## src/rtl/enemy_fire_scheduler_if.sv

```systemverilog
// enemy_fire_scheduler_if: game-side enables, tank/bullet status and fire-grant outputs
interface enemy_fire_scheduler_if #(parameter int N_TANK = 5);
  logic              game_run;
  logic [N_TANK-1:0] tank_exit;
  logic [N_TANK-1:0] bullet_exit;
  logic [N_TANK-1:0] shoot;
  logic [5:0]        bullet_counter;
  logic [2:0]        fire_idx;
  logic              busy;
  modport master (output game_run, tank_exit, bullet_exit, input shoot, bullet_counter, fire_idx, busy);
  modport slave (input game_run, tank_exit, bullet_exit, output shoot, bullet_counter, fire_idx, busy);
endinterface

```

## src/rtl/enemy_fire_scheduler.sv

```systemverilog
// enemy_fire_scheduler: cooldown-paced round-robin fire grants for enemy tanks
module enemy_fire_scheduler #(
  parameter int                N_TANK      = 5,
  parameter logic [N_TANK-1:0] PLAYER_MASK = 5'b01000,
  parameter int                COOLDOWN    = 60,
  parameter int                ACK_TIMEOUT = 4
) (
  input  logic                   clk_f,
  input  logic                   rst_n,
  enemy_fire_scheduler_if.slave  bus
);
  typedef enum logic [2:0] {IDLE, COOL, SELECT, FIRE, WAIT_ACK} state_t;
  localparam logic [5:0] CD      = 6'(COOLDOWN);
  localparam logic [2:0] TO_LAST = 3'(ACK_TIMEOUT - 1);
  state_t            state, state_n;
  logic [5:0]        cnt, cnt_n, cnt_inc;
  logic [2:0]        idx, idx_n, sel, cand, tmo, tmo_n;
  logic [N_TANK-1:0] shoot, shoot_n, elig;
  logic              found, ack;
  assign elig               = bus.tank_exit & ~bus.bullet_exit & ~PLAYER_MASK;
  assign ack                = bus.bullet_exit[idx] | ~bus.tank_exit[idx];
  assign cnt_inc            = (cnt == CD) ? CD : cnt + 6'd1;
  assign bus.shoot          = shoot;
  assign bus.bullet_counter = cnt;
  assign bus.fire_idx       = idx;
  assign bus.busy           = (state == FIRE) || (state == WAIT_ACK);
  // Round-robin search for the first eligible tank after the last granted one
  always_comb begin
    found = 1'b0;
    sel   = idx;
    cand  = '0;
    for (int k = 1; k <= N_TANK; k++) begin
      cand = 3'((int'(idx) + k) % N_TANK);
      if (!found && elig[cand]) begin
        found = 1'b1;
        sel   = cand;
      end
    end
  end
  // Next-state and next-output logic; losing game_run overrides every state
  always_comb begin
    state_n = state;
    cnt_n   = cnt;
    idx_n   = idx;
    tmo_n   = tmo;
    shoot_n = '0;
    if (!bus.game_run) begin
      state_n = IDLE;
      cnt_n   = '0;
    end else begin
      case (state)
        IDLE: begin
          cnt_n   = '0;
          state_n = COOL;
        end
        COOL: begin
          cnt_n   = cnt_inc;
          state_n = (cnt_inc == CD) ? SELECT : COOL;
        end
        SELECT: begin
          cnt_n = CD;
          if (found) begin
            state_n = FIRE;
            idx_n   = sel;
            shoot_n = {{(N_TANK-1){1'b0}}, 1'b1} << sel;
          end
        end
        FIRE: begin
          cnt_n   = CD;
          tmo_n   = '0;
          state_n = WAIT_ACK;
        end
        WAIT_ACK: begin
          cnt_n   = (ack || tmo == TO_LAST) ? 6'd0 : CD;
          state_n = (ack || tmo == TO_LAST) ? COOL : WAIT_ACK;
          tmo_n   = tmo + 3'd1;
        end
        default: state_n = IDLE;
      endcase
    end
  end
  // State and registered outputs; reset points fire_idx at the last tank so the first search starts at tank 0
  always_ff @(posedge clk_f or negedge rst_n) begin
    if (!rst_n) begin
      state <= IDLE;
      cnt   <= '0;
      idx   <= 3'(N_TANK - 1);
      tmo   <= '0;
      shoot <= '0;
    end else begin
      state <= state_n;
      cnt   <= cnt_n;
      idx   <= idx_n;
      tmo   <= tmo_n;
      shoot <= shoot_n;
    end
  end
endmodule

```

## src/flat_wrapper.sv

```systemverilog
// flat-port wrapper written by rule: the top's interface ports become plain ports
module enemy_fire_scheduler_flat 
#(
  parameter int                N_TANK      = 5,
  parameter logic [N_TANK-1:0] PLAYER_MASK = 5'b01000,
  parameter int                COOLDOWN    = 60,
  parameter int                ACK_TIMEOUT = 4
)
  (clk_f, rst_n, bus_game_run, bus_tank_exit, bus_bullet_exit, bus_shoot, bus_bullet_counter, bus_fire_idx, bus_busy);
  enemy_fire_scheduler_if #(.N_TANK(N_TANK)) bus_i ();
  input  logic clk_f;
  input  logic rst_n;
  input wire logic [$bits(bus_i.game_run)-1:0] bus_game_run;
  input wire logic [$bits(bus_i.tank_exit)-1:0] bus_tank_exit;
  input wire logic [$bits(bus_i.bullet_exit)-1:0] bus_bullet_exit;
  output wire logic [$bits(bus_i.shoot)-1:0] bus_shoot;
  output wire logic [$bits(bus_i.bullet_counter)-1:0] bus_bullet_counter;
  output wire logic [$bits(bus_i.fire_idx)-1:0] bus_fire_idx;
  output wire logic [$bits(bus_i.busy)-1:0] bus_busy;
  assign bus_i.game_run = bus_game_run;
  assign bus_i.tank_exit = bus_tank_exit;
  assign bus_i.bullet_exit = bus_bullet_exit;
  assign bus_shoot = bus_i.shoot;
  assign bus_bullet_counter = bus_i.bullet_counter;
  assign bus_fire_idx = bus_i.fire_idx;
  assign bus_busy = bus_i.busy;
  enemy_fire_scheduler #(.N_TANK(N_TANK), .PLAYER_MASK(PLAYER_MASK), .COOLDOWN(COOLDOWN), .ACK_TIMEOUT(ACK_TIMEOUT)) u_core (.clk_f(clk_f), .rst_n(rst_n), .bus(bus_i));
endmodule
```

## config.mk

```make
export PLATFORM = sky130hd
export DESIGN_NAME = enemy_fire_scheduler_flat
export DESIGN_NICKNAME = d
export VERILOG_FILES = /design/src/rtl/enemy_fire_scheduler_if.sv /design/src/rtl/enemy_fire_scheduler.sv /design/src/flat_wrapper.sv
export SDC_FILE = /design/constraint.sdc
export NUM_CORES = 1
export LEC_CHECK = 0
export BUFFER_PORTS_ARGS = -buffer_cell sky130_fd_sc_hd__buf_2
export CORE_ASPECT_RATIO = 0.5
export CORE_MARGIN = 1
export CORE_UTILIZATION = 65
export DETAILED_ROUTE_END_ITERATION = 16
export PLACE_DENSITY = 0.83
export REMOVE_ABC_BUFFERS = 1
export SYNTH_ARGS = -nofsm -noshare
export SYNTH_HDL_FRONTEND = slang
export SYNTH_SLANG_ARGS = --single-unit
export TNS_END_PERCENT = 50
```

## constraint.sdc

```tcl
create_clock -name clk_f -period 12.7 [get_ports clk_f]
set_input_delay 1.905 -clock clk_f [delete_from_list [all_inputs] [get_ports clk_f]]
set_output_delay 1.905 -clock clk_f [all_outputs]
set_load 0.03 [all_outputs]
```

**Yosys cells after proc, flatten, opt, wreduce, memory -nomap -nowiden**

Cells that the tools add are included.

- Div/mod/pow operators: 5
- Magnitude comparators: 6
- Equality and inequality tests: 9
- Bitwise logic cells: 4
- Shift operators: 1
- Muxes and demuxes: 37
- Reductions and logical operators: 15
- Add/subtract/negate cells: 7

Operator list:

| kind | number |
|---|---|
| remainder unit 32 x 4 -> 32 bit, second input constant | 5 |
| < comparator 3 x 4 -> 1 bit, second input constant | 6 |
| two-way mux 3 bit | 8 |
| case mux 6 bit (4 select lines) | 1 |
| binary-select mux 1 bit (select 3 bit) | 7 |
| two-way mux 6 bit | 3 |
| two-way mux 5 bit | 3 |
| case mux 3 bit (5 select lines) | 1 |
| equality test 6 bit, second input constant | 2 |
| two-way mux 1 bit | 12 |
| equality test 3 x 2 -> 1 bit, second input constant | 3 |
| adder 3 x 2 -> 4 bit, second input constant | 2 |
| adder 3 x 3 -> 4 bit, second input constant | 2 |
| adder 6 x 1 -> 6 bit, second input constant | 1 |
| case mux 3 bit (2 select lines) | 1 |
| bitwise AND 5 bit | 1 |
| inequality test 5 x 2 -> 1 bit, second input constant | 1 |
| inverter 5 bit | 1 |
| << shifter 1 x 3 -> 5 bit, first input constant | 1 |
| adder 3 x 1 -> 4 bit, second input constant | 1 |
| logical AND 1 bit | 4 |
| zero test 1 bit | 4 |
| adder 3 x 1 -> 3 bit, second input constant | 1 |
| equality test 3 x 1 -> 1 bit, second input constant | 1 |
| other kinds (11) | 12 |

- Output and inout bits: 15
- Input bits: 13
- Register bits: 20
- Logic and storage cells: 89

**Longest topological paths before layout**

Gate-level depths: netlist of the first run.

- Depth after elaboration: 21
- Depth in mapped cells: 22
- Depth with buffers taken out: 18

**Worst setup path before layout of the first run**

OpenSTA, ideal clock, no wires.

- Path type: reg2reg
- From: reg u_core.idx[1], in the netlist u_core.bus.fire_idx[1]
- To: reg u_core.shoot[0], in the netlist u_core.bus.shoot[0]
- Data required time: 12.602 ns
- Path slack: 7.811 ns
- Setup time: 0.098 ns
- Stages on the path, launching flop included: 20
- Buffers on the path: 1
- Data arrival time: 4.791 ns
- Cell sequence: dfrtp_1 -> inv_1 -> ha_1 -> buf_1 -> inv_1 -> ha_1 -> nor2_1 -> a21oi_1 -> xnor2_1 -> ha_1 -> inv_1 -> o22ai_1 -> o21ai_2 -> mux2i_1 -> mux2_2 -> a21oi_4 -> mux2_4 -> o221ai_2 -> a21o_2 -> nor4bb_2

- Word-level cells in the longest chain between the ends: 21

RTL lines:

| element | line | text |
|---|---|---|
| start: declaration | enemy_fire_scheduler.sv:17 | `logic [2:0] idx, idx_n, sel, cand, tmo, tmo_n;` |
| start signal: assignment | enemy_fire_scheduler.sv:87 | `idx <= 3'(N_TANK - 1);` |
| start signal: assignment | enemy_fire_scheduler.sv:93 | `idx <= idx_n;` |
| adder 3 x 1 -> 4 bit | enemy_fire_scheduler.sv:33 | `cand = 3'((int'(idx) + k) % N_TANK);` |
| remainder unit 32 x 4 -> 32 bit | enemy_fire_scheduler.sv:33 |  |
| binary-select mux 1 bit (select 3 bit) | enemy_fire_scheduler.sv:34 | `if (!found && elig[cand]) begin` |
| two-way mux 1 bit (implied by the code) | enemy_fire_scheduler.sv:34 |  |
| two-way mux 1 bit | enemy_fire_scheduler.sv:34 |  |
| zero test 1 bit | enemy_fire_scheduler.sv:34 |  |
| logical AND 1 bit | enemy_fire_scheduler.sv:34 |  |
| two-way mux 1 bit | enemy_fire_scheduler.sv:34 |  |
| [6 not listed] | - |  |
| zero test 1 bit | enemy_fire_scheduler.sv:34 |  |
| logical AND 1 bit | enemy_fire_scheduler.sv:34 |  |
| two-way mux 3 bit | enemy_fire_scheduler.sv:34 |  |
| << shifter 1 x 3 -> 5 bit | enemy_fire_scheduler.sv:65 | `shoot_n = {{(N_TANK-1){1'b0}}, 1'b1} << sel;` |
| two-way mux 5 bit * | enemy_fire_scheduler.sv:62 | `if (found) begin` |
| two-way mux 5 bit * | enemy_fire_scheduler.sv:51 | `case (state)` |
| two-way mux 5 bit * | enemy_fire_scheduler.sv:47 | `if (!bus.game_run) begin` |
| net u_core.shoot_n[0] | enemy_fire_scheduler.sv:18 | `logic [N_TANK-1:0] shoot, shoot_n, elig;` |
| end signal: assignment | enemy_fire_scheduler.sv:95 | `shoot <= shoot_n;` |
| end: declaration | enemy_fire_scheduler.sv:18 |  |

Mark *: on every way through the listed nets, which the timed path passes. The rest lies on a longest branch. The select of a mux whose other input is x is not followed.
A chain may end at the register's enable or synchronous reset.

**Worst setup path after layout of the first run**

- From: reg u_core.idx[0], in the netlist u_core.bus.fire_idx[0]
- To: reg u_core.idx[1], in the netlist u_core.bus.fire_idx[1]

- Word-level cells in the longest chain between the ends: 18

RTL lines:

| element | line |
|---|---|
| adder 3 x 1 -> 4 bit | enemy_fire_scheduler.sv:33 |
| remainder unit 32 x 4 -> 32 bit | enemy_fire_scheduler.sv:33 |
| binary-select mux 1 bit (select 3 bit) | enemy_fire_scheduler.sv:34 |
| two-way mux 1 bit (implied by the code) | enemy_fire_scheduler.sv:34 |
| two-way mux 1 bit | enemy_fire_scheduler.sv:34 |
| zero test 1 bit | enemy_fire_scheduler.sv:34 |
| logical AND 1 bit | enemy_fire_scheduler.sv:34 |
| two-way mux 1 bit | enemy_fire_scheduler.sv:34 |
| [2 not listed] | - |
| two-way mux 1 bit | enemy_fire_scheduler.sv:34 |
| zero test 1 bit | enemy_fire_scheduler.sv:34 |
| logical AND 1 bit | enemy_fire_scheduler.sv:34 |
| two-way mux 1 bit | enemy_fire_scheduler.sv:34 |
| zero test 1 bit | enemy_fire_scheduler.sv:34 |
| logical AND 1 bit | enemy_fire_scheduler.sv:34 |
| two-way mux 1 bit | enemy_fire_scheduler.sv:34 |
| AND reduction 3 bit (no source line) | - |

Parallel ways exist; a longest one is shown, timed or not. The select of a mux whose other input is x is not followed.

==> results.rst, run 1 <==
.. list-table::
   :header-rows: 1

   * - Metric
     - Value
   * - Basic-gate share of the synthesized area counting and, or, nand and nor cells
     - 25.1%
   * - Unrepaired setup endpoints after global routing
     - false
   * - HPWL after detailed placement
     - around 6200 microns
   * - Initial antenna violation count
     - 0
   * - Number of DRC violations after detailed routing
     - 0
   * - Critical path fanouts, max
     - 40
   * - Post-synth EDFFs
     - 0
   * - Clock Latency Late Sink
     - about 250 ps
   * - Total count of max-transition violations in the final report
     - 0
   * - Final hold violation count
     - 0
   * - Crit Path Class
     - register to register
   * - Worst-case clock buffer depth
     - 2
   * - NumNets Final
     - 463
   * - GRT overflow
     - 0
   * - Number of instances in the synthesized netlist
     - 408
   * - Share of cell area taken by muxes after synthesis
     - under 10%
   * - Overall die area
     - 5310 sq um
   * - First-pass GRT wire length
     - 13400 microns
   * - Slew margin rel.
     - 56.7%
   * - DRC violation total after the first TritonRoute iteration
     - about 220
   * - Most frequently used flop master after synthesis
     - dfrtp_1
   * - Transition at the pin with the smallest max-transition slack
     - 649 ps
   * - Min Tclk post-route
     - between 5000 and 6000 ps
   * - Final WL
     - between 8000 and 9000 microns
   * - Width of the die
     - a little over 100 microns
   * - Number of register bits inferred by synthesis
     - 20
   * - List of cells traversed by the critical path
     - buf_4 -> inv_1 -> ha_1 -> inv_1 -> ha_1 -> nor2_1 -> a21oi_1 -> xnor2_1 -> ha_1 -> inv_1 -> o22ai_1 -> o21ai_2 -> mux2i_1 -> mux2_2 -> a21oi_4 -> and3_1 -> o211ai_1 -> a22oi_1 -> mux2_2
   * - Number of global-route vias before repair
     - 2923
   * - Share of cells above drive strength 1
     - roughly 17%
   * - All-layer global routing usage
     - a little under a third
   * - Post-route fraction of the period consumed by the critical path
     - 44.9%
   * - Number of clock sinks
     - 20
   * - Area share of fa/ha/maj cells after synthesis
     - 11.5%
   * - Post-synthesis xor/xnor area fraction
     - 3.69%
   * - Maximum number of pins on one net before global-route repair
     - slightly above 40
   * - FFs w/ async S/R, synth
     - 100%
   * - Vias/cell
     - 6.78
   * - Effective utilization at floorplan
     - 70.9%
   * - Worst path arrival time
     - 5900 ps
   * - Cell type of the slowest stage on the worst timing path
     - ha_1
   * - Number of buffers created by CTS
     - 3
   * - Cell area after placement
     - 3330 sq um
   * - Maximum operating frequency
     - between 150 and 200 MHz
   * - Buffer type at the clock tree root
     - clkbuf_8
   * - Cell Rows
     - 17
   * - Power density relative to cell area
     - 62.3 nW/um^2
   * - CP required
     - 12890 ps
   * - Number of vias after detailed routing
     - around 3300
   * - Clock Skew
     - 5.09 ps
   * - Antenna viol nets, final
     - 0
   * - I/O pin cnt
     - 28
   * - CP startpoint kind
     - register
   * - Most common cell after layout, fill and taps aside
     - a21oi_1
   * - Routed length per placed instance
     - 17.0 microns
   * - Complex-gate fraction of the synthesized area
     - 33.0%
   * - Total of warnings raised by yosys
     - 0
   * - Number of buffers inserted by port buffering
     - 27
   * - Final non-filler cell area
     - 3380 sq um
   * - Commonest non-fill, non-tap cells in the layout
     - a21oi_1, nor2_1, nand2_1, ha_1, buf_2
   * - Leakage power total
     - around 1.4 nW
   * - Worst Hold Class
     - register to register
   * - Maximum vdd drop
     - 0.0000365 V
   * - Weighted congestion at the end of routability-driven global placement
     - 0.965
   * - Count of different cell masters after synthesis
     - 88
   * - Area inside the core boundary
     - 4590 sq um
   * - Average size of a mapped cell
     - 7.98 sq um
   * - Syn-to-layout area delta
     - 3.84%
   * - Post-CTS sizing
     - 0
   * - Total negative setup slack
     - 0 ps
   * - Clock-pin slew on the worst setup and hold paths
     - about 80 ps
   * - Number of endpoints failing setup at the final stage
     - 0
   * - Htree depth
     - 1
   * - Kind of capture point of the worst setup path
     - register
   * - Result of the run
     - complete, no violations
   * - Buffers inserted by post-CTS timing repair
     - 0
   * - Largest stage delay on the critical path
     - 740 ps
   * - Die Y-Extent
     - around 52 microns
   * - Sequential fraction of the synthesis area
     - 15.4%
   * - Antenna diode count
     - 0
   * - Number of max-capacitance violations reported
     - 0
   * - Hold bufs inserted after CTS
     - 0
   * - CTS tree
     - built
   * - Combinational family with the most area after synthesis
     - compound AO/OA/AOI/OAI gates
   * - Detailed-router iteration count before antenna repair
     - 5
   * - Mapped Area
     - roughly 3300 sq um
==> cell type report <==
| type | instances | area (sq um) |
|---|---|---|
| Multi-Input combinational cell | 341 | 2500 |
| Fill cell | 351 | 1210 |
| Sequential cell | 20 | 502 |
| Timing Repair Buffer | 28 | 143 |
| Inverter | 26 | 97.6 |
| Tap cell | 66 | 82.6 |
| Clock buffer | 4 | 55.1 |
==> power breakdown <==
group / switching [W] / total [W] / internal, W
clock network: 0.0000202 / 0.0000477 / 0.0000275
logic: 0.0000578 / 0.0000947 / 0.0000369
registers: 0.00000338 / 0.0000683 / 0.0000649
total: 0.0000814 / 0.000211 / 0.000129
==> sequential cells by signal, indices dropped and copies added (netlist names) <==
signal,cells
u_core.bus.fire_idx,3
u_core.bus.bullet_counter,6
u_core.state,3
u_core.tmo,3
u_core.bus.shoot,5
==> through the flow <==
stage | utilization, % | hold WS (ps) | worst slack (ps) | std cells | total power (W)
3_5_place_dp | 72.4 | 511 | 7110 | 481 | 0.000161
5_1_grt | 73.6 | 558 | 6610 | 485 | 0.000222
4_1_cts | 73.6 | 531 | 7100 | 485 | 0.000208
2_1_floorplan | - | 477 | 7310 | 387 | 0.000140
6_report | 73.6 | 532 | 6990 | 485 | 0.000211
3_3_place_gp | 72.4 | 507 | 7400 | 481 | 0.000157
==> synth_stat cells, drive strengths merged, types with 5 or more instances <==
cell / instances / area share (%)
a21oi: 35 / 6.1
nor2: 33 / 3.9
nand2: 31 / 3.6
ha: 30 / 12
inv: 26 / 3.0
o21ai: 20 / 3.3
dfrtp: 19 / 15
nand3: 12 / 1.8
buf: 11 / 2.7
nand2b: 11 / 2.1
clkbuf: 10 / 2.1
a31oi: 8 / 1.5
nor2b: 8 / 1.5
o211ai: 8 / 1.8
o22ai: 8 / 1.5
xnor2: 8 / 2.2
a211oi: 7 / 1.8
a21boi: 7 / 1.6
and3: 7 / 1.4
nor3: 7 / 1.1
and2: 6 / 1.3
mux2: 5 / 1.8
mux2i: 5 / 1.5
nor4: 5 / 0.96
==> final timing paths <==
check / from / slack (ps) / cells after the start / end
setup reg to reg: u_core.bus.fire_idx[0] / 6990 / 19 / u_core.bus.fire_idx[1]
min in group asynchronous: rst_n / 1580 / 1 / u_core.bus.shoot[3]
setup / recovery: u_core.bus.fire_idx[0] / 6990 / 19 / u_core.bus.fire_idx[1]
hold reg to reg: u_core.tmo[0] / 530 / 1 / u_core.tmo[0]
max in group asynchronous: rst_n / 10780 / 1 / u_core.bus.fire_idx[2]
hold / removal: u_core.tmo[0] / 530 / 1 / u_core.tmo[0]
==> critical path: cells and delay by family (launching register included) <==
family	cells	cell delay, ps
compound gates	6	1050
fa+ha+maj	3	1300
flops	1	320
simple gates	2	530
mux	3	1060
buf+inv	4	1080
xor+xnor	1	260
==> layer usage <==
layer	wire length [microns]	share of wire (%)	global-route usage, %	vias to the layer above
li1	-	-	-	1542
met3	646	7.8	2.28	27
met4	158	1.9	10.5	0
met1	3730	45	42.6	1533
met5	0	0	0	-
met2	3730	45	54.1	188
==> kinds of logic after synthesis <==
| logic type | Yosys count |
|---|---|
| adders and majority gates | 30 |
| other | 1 |
| xor gates and xnor gates | 12 |
| DFF | 20 |
| AOI/OAI and AO/OA | 139 |
| muxes | 10 |
| buffers and inverters | 47 |
| and+or+nand+nor | 149 |
Note: power is estimated with default switching activity, not from simulation.
==> run 2: changes to the inputs <==
--- a/config.mk
+++ b/config.mk
@@ -8,9 +8,9 @@
 export BUFFER_PORTS_ARGS = -buffer_cell sky130_fd_sc_hd__buf_2
 export CORE_ASPECT_RATIO = 0.5
 export CORE_MARGIN = 1
-export CORE_UTILIZATION = 65
+export CORE_UTILIZATION = 56
 export DETAILED_ROUTE_END_ITERATION = 16
-export PLACE_DENSITY = 0.83
+export PLACE_DENSITY = 0.76
 export REMOVE_ABC_BUFFERS = 1
 export SYNTH_ARGS = -nofsm -noshare
 export SYNTH_HDL_FRONTEND = slang
==> constraint.sdc (replaced) <==
create_clock -name clk_f -period 5.25 [get_ports clk_f]
set_input_delay 0.7875 -clock clk_f [delete_from_list [all_inputs] [get_ports clk_f]]
set_output_delay 0.7875 -clock clk_f [all_outputs]
set_load 0.03 [all_outputs]
==> results.rst, run 2 (synthesis results as in run 1) <==
.. list-table::
   :header-rows: 1

   * - Metric
     - Value
   * - Buffer type at the clock tree root
     - clkbuf_16
   * - Share of cells above drive strength 1
     - 19.1%
   * - I/O pin cnt
     - 28
   * - GRT overflow
     - 0
   * - Clock Latency Late Sink
     - 260 ps
   * - NumNets Final
     - 469
   * - Worst path arrival time
     - 5040 ps
   * - Crit Path Class
     - register to register
   * - CP required
     - 5450 ps
   * - Number of buffers created by CTS
     - 3
   * - First-pass GRT wire length
     - around 14000 microns
   * - Detailed-router iteration count before antenna repair
     - 5
   * - Number of endpoints failing setup at the final stage
     - 0
   * - Setup WS post-layout
     - roughly 400 ps
   * - HPWL after detailed placement
     - between 6000 and 7000 microns
   * - Kind of capture point of the worst setup path
     - register
   * - Leakage power total
     - 1.49 nW
   * - Max FFs per register
     - 6
   * - Number of global-route vias before repair
     - 2947
   * - Syn-to-layout area delta
     - 7.49%
   * - Initial antenna violation count
     - 0
   * - All-layer global routing usage
     - 28.0%
   * - Final WL
     - approximately 8500 microns
   * - Antenna diode count
     - 0
   * - Post-route fraction of the period consumed by the critical path
     - 92.3%
   * - Min Tclk post-route
     - roughly 4800 ps
   * - Number of max-capacitance violations reported
     - 0
   * - Number of DRC violations after detailed routing
     - 0
   * - Clock-pin slew on the worst setup and hold paths
     - roughly 60 ps
   * - Maximum number of pins on one net before global-route repair
     - 31
   * - Routed length per placed instance
     - 17.0 microns
   * - Weighted congestion at the end of routability-driven global placement
     - 0.945
   * - Number of vias after detailed routing
     - 3242
   * - Number of buffers inserted by port buffering
     - 27
   * - Maximum vdd drop
     - 0.000343 V
   * - DRC violation total after the first TritonRoute iteration
     - 283
   * - Effective utilization at floorplan
     - around 59%
   * - Unrepaired setup endpoints after global routing
     - false
   * - Htree depth
     - 1
   * - CTS tree
     - built
   * - Worst-case clock buffer depth
     - 2
   * - Hold bufs inserted after CTS
     - 0
   * - Slew margin rel.
     - between 60 and 70%
   * - Width of the die
     - 110 microns
   * - Final hold violation count
     - 0
   * - Number of clock sinks
     - 20
   * - CP startpoint kind
     - register
   * - Critical path fanouts, max
     - 20
   * - Cell Rows
     - 19
   * - Clock Skew
     - between 3 and 4 ps
   * - Commonest non-fill, non-tap cells in the layout
     - nor2_1, a21oi_1, nand2_1, ha_1, buf_2
   * - Antenna viol nets, final
     - 0
   * - Die Y-Extent
     - 55.9 microns
   * - Worst Hold Class
     - input pin to async pin
   * - Transition at the pin with the smallest max-transition slack
     - 553 ps
   * - Vias/cell
     - between 6 and 7
   * - Final hold slack
     - 472 ps
   * - Maximum operating frequency
     - 206 MHz
   * - Area inside the core boundary
     - 5540 sq um
   * - Power density relative to cell area
     - 173 nW/um^2
   * - Overall die area
     - 6140 sq um
   * - Pre-CTS setup slack
     - 182 ps
   * - Total count of max-transition violations in the final report
     - 0
   * - Result of the run
     - complete, no violations
-- run 2: path summary, 6_finish.rpt --
path,from,endpoint,slack [ps],depth (start not counted)
max,u_core.bus.fire_idx[2],u_core.bus.fire_idx[1],410,16
min in group clk_f,u_core.tmo[0],u_core.tmo[0],520,1
min,rst_n,u_core.bus.bullet_counter[5],470,1
max reg2reg,u_core.bus.fire_idx[2],u_core.bus.fire_idx[1],410,16
max in group asynchronous,rst_n,u_core.bus.fire_idx[2],4440,1
min reg2reg,u_core.tmo[0],u_core.tmo[0],520,1
-- run 2: final cells by class --
| type | count | area, sq um |
|---|---|---|
| clock inverters | 1 | 30.0 |
| well taps | 73 | 91.3 |
| flip-flops and latches | 20 | 505 |
| fillers | 479 | 2040 |
| repair buffers | 34 | 188 |
| multi-input cells | 341 | 2510 |
| clock buffers | 3 | 75.1 |
| inverters | 26 | 97.6 |
-- run 2: worst max-delay path: stages, from the launching register on --
cell      delay [ps]
dfstp_4          790
inv_1            200
ha_1             440
o21ai_1          330
nand2_1          150
xnor2_1          190
ha_1             270
inv_1            150
nor2_1            50
o21ai_0          440
mux2_2           440
nor2_1           150
a31o_2           180
and3_1           330
o211ai_1         130
a22oi_1          330
mux2_2           220
-- run 2: metrics by stage --
| stage | power [W] | cells | utilization, % | instance area (sq um) | TNS [ps] |
|---|---|---|---|---|---|
| floorplan | 0.000338 | 387 | - | 3100 | -546 |
| global route | 0.000637 | 498 | 63.2 | 3500 | 0 |
| finish | 0.000607 | 498 | 63.2 | 3500 | 0 |
| detailed placement | 0.000392 | 494 | 61.0 | 3380 | 0 |
| CTS | 0.000603 | 498 | 62.9 | 3480 | 0 |
| global placement | 0.000384 | 494 | 61.0 | 3380 | 0 |
-- run 2: repair_timing --
action | 4_1_cts | 5_1_grt
buffers inserted | 0 | 0
endpoints found under the setup margin | 0 | 6
gates resized for setup | 0 | 4
-- run 2: power breakdown --
part / switching [W] / leakage, nW / internal (W)
clock: 0.0000591 / 0.0511 / 0.000151
sequential: 0.00000792 / 0.270 / 0.000158
combinational: 0.000140 / 1.17 / 0.0000913
-- run 2: metal layers --
metal,part of all wire [%],GRT usage [%],vias up
li1,-,-,1558
met1,46,37.5,1514
met2,47,47.1,150
met3,5.9,3.16,20
met4,1.8,8.38,0
met5,0,0,-
==> run 3: changes to the inputs <==
--- a/config.mk
+++ b/config.mk
@@ -11,7 +11,6 @@
 export CORE_UTILIZATION = 56
 export DETAILED_ROUTE_END_ITERATION = 16
 export PLACE_DENSITY = 0.76
-export REMOVE_ABC_BUFFERS = 1
 export SYNTH_ARGS = -nofsm -noshare
 export SYNTH_HDL_FRONTEND = slang
 export SYNTH_SLANG_ARGS = --single-unit
==> results.rst, run 3 (synthesis results as in run 1) <==
.. list-table::
   :header-rows: 1

   * - Metric
     - Value
   * - Number of buffers created by CTS
     - 3
   * - NumNets Final
     - 469
   * - Crit Path Class
     - register to register
   * - Power density relative to cell area
     - 173 nW/um^2
   * - CP startpoint kind
     - register
   * - HPWL after detailed placement
     - ~6300 microns
   * - Routed length per placed instance
     - about 17 microns
   * - Max FFs per register
     - 6
   * - Weighted congestion at the end of routability-driven global placement
     - roughly 0.93
   * - Maximum vdd drop
     - a little under 0.0002 V
   * - Hold bufs inserted after CTS
     - 0
   * - CTS tree
     - built
   * - First-pass GRT wire length
     - 13700 microns
   * - Die Y-Extent
     - 55.9 microns
   * - Number of max-capacitance violations reported
     - 0
   * - Total negative setup slack
     - 0 ps
   * - Final WL
     - 8380 microns
   * - Final hold violation count
     - 0
   * - Number of buffers inserted by port buffering
     - 27
   * - Clock-pin slew on the worst setup and hold paths
     - 60 ps
   * - I/O pin cnt
     - 28
   * - Cell Rows
     - 19
   * - Result of the run
     - complete, no violations
   * - Number of DRC violations after detailed routing
     - 0
   * - Maximum operating frequency
     - ~210 MHz
   * - Share of cells above drive strength 1
     - 19.1%
   * - Commonest non-fill, non-tap cells in the layout
     - a21oi_1, nor2_1, nand2_1, ha_1, buf_2
   * - CP required
     - 5440 ps
   * - Largest stage delay on the critical path
     - around 520 ps
   * - Total count of max-transition violations in the final report
     - 0
   * - Width of the die
     - 110 microns
   * - Htree depth
     - 1
   * - Buffer type at the clock tree root
     - clkbuf_16
   * - Overall die area
     - around 6100 sq um
   * - Buffers inserted by post-CTS timing repair
     - 0
   * - Critical path fanouts, max
     - 9
   * - Effective utilization at floorplan
     - 58.8%
   * - Syn-to-layout area delta
     - 7.46%
   * - Vias/cell
     - 6.47
   * - Syn nets
     - 451
   * - Number of endpoints failing setup at the final stage
     - 0
   * - DRC violation total after the first TritonRoute iteration
     - 337
   * - Worst Hold Class
     - input pin to async pin
   * - Initial antenna violation count
     - 0
   * - Antenna diode count
     - 0
   * - Worst path top cell family by delay
     - compound AO/OA/AOI/OAI gates
   * - Final non-filler cell area
     - 3500 sq um
   * - Cell type of the slowest stage on the worst timing path
     - or4bb_1
   * - Area inside the core boundary
     - 5540 sq um
   * - Number of clock sinks
     - 20
   * - Worst-case clock buffer depth
     - 2
   * - Number of placed cells counting well taps
     - about 490
   * - Leakage power total
     - between 1 and 1.5 nW
   * - Clock Skew
     - 1.46 ps
   * - Post-layout instance count excluding filler cells
     - 498
   * - Min Tclk post-route
     - a little under 5000 ps
   * - Buffer and inverter count on the worst path
     - 2
   * - Cell area after placement
     - 3380 sq um
   * - Post-route fraction of the period consumed by the critical path
     - 92.1%
   * - Kind of capture point of the worst setup path
     - register
   * - Most common cell after layout, fill and taps aside
     - a21oi_1
   * - R2R Setup Slk
     - 410 ps
   * - Unrepaired setup endpoints after global routing
     - false
   * - Number of global-route vias before repair
     - between 3000 and 4000
   * - Maximum number of pins on one net before global-route repair
     - 21
   * - Slew margin rel.
     - 62.3%
   * - List of cells traversed by the critical path
     - inv_1 -> ha_1 -> a21oi_1 -> inv_1 -> ha_1 -> or4bb_1 -> o311ai_2 -> o21ai_2 -> mux2i_1 -> mux2_2 -> a21oi_4 -> and3_1 -> o211ai_1 -> a22oi_1 -> mux2_2
   * - Antenna viol nets, final
     - 0
   * - Clock Latency Late Sink
     - 250 ps
   * - Worst path arrival time
     - between 5000 and 6000 ps
   * - All-layer global routing usage
     - 28.0%
   * - Transition at the pin with the smallest max-transition slack
     - 565 ps
   * - Number of vias after detailed routing
     - ~3200
   * - GRT overflow
     - 0
   * - Detailed-router iteration count before antenna repair
     - 5
==> run 3: cell count changes in the layout (fill, tap and decap cells not counted) <==
cell / delta
a21oi_1: +1
a21oi_2: -1
ha_1: -1
ha_2: +1
==> run 3: layout make-up <==
type | count | area, sq um
clock buffer | 3 | 75.1
clock inverter | 1 | 30.0
fill | 492 | 2040
inverter | 26 | 97.6
multi-input combinational | 341 | 2510
sequential | 20 | 505
tap | 73 | 91.3
timing repair buffer | 34 | 188
==> run 3: report_power, final <==
group	internal [W]	switching, W
Clock	0.000151	0.0000573
Sequential	0.000158	0.00000779
Combinational	0.0000916	0.000138
==> run 3: per-layer routing <==
layer  vias to the layer above  share of wire [%]  track usage (%)
li1                       1558                  -                -
met1                      1521                 47             36.1
met2                       122                 46             48.9
met3                        19                5.6             2.93
met4                         0                1.5             8.76
met5                         -                  0                0
==> run 3: worst register-to-register path: cells and delay by family, from the launching register on <==
| kind | cells | cell delay, ps |
|---|---|---|
| AOI/OAI and AO/OA | 6 | 1500 |
| adders and majority gates | 2 | 660 |
| buffers and inverters | 2 | 340 |
| DFF | 1 | 390 |
| muxes | 3 | 1010 |
| and+or+nand+nor | 2 | 860 |
==> run 3: final timing paths <==
kind,startpoint,end,cells past startpoint
setup reg to reg,u_core.bus.fire_idx[1],u_core.bus.fire_idx[1],15
hold reg to reg,u_core.tmo[0],u_core.tmo[0],1
hold / removal,rst_n,u_core.bus.bullet_counter[4],1
setup / recovery,u_core.bus.fire_idx[1],u_core.bus.fire_idx[1],15
max in group asynchronous,rst_n,u_core.bus.fire_idx[2],1
min in group clk_f,u_core.tmo[0],u_core.tmo[0],1
==> run 3: metrics by stage <==
stage	power, W	worst slack [ps]	hold WS (ps)	util [%]
5_1_grt	0.000639	62.8	508	63.2
3_3_place_gp	0.000383	462	503	61.0
6_report	0.000604	413	475	63.2
3_5_place_dp	0.000390	370	520	61.0
4_1_cts	0.000598	359	494	62.9
2_1_floorplan	0.000348	361	477	-
==> run 3: timing repair <==
item                                   in CTS  in global routing
endpoints found under the hold margin       0                  0
resized for setup                           0                  4
setup endpoints to repair                   0                  6
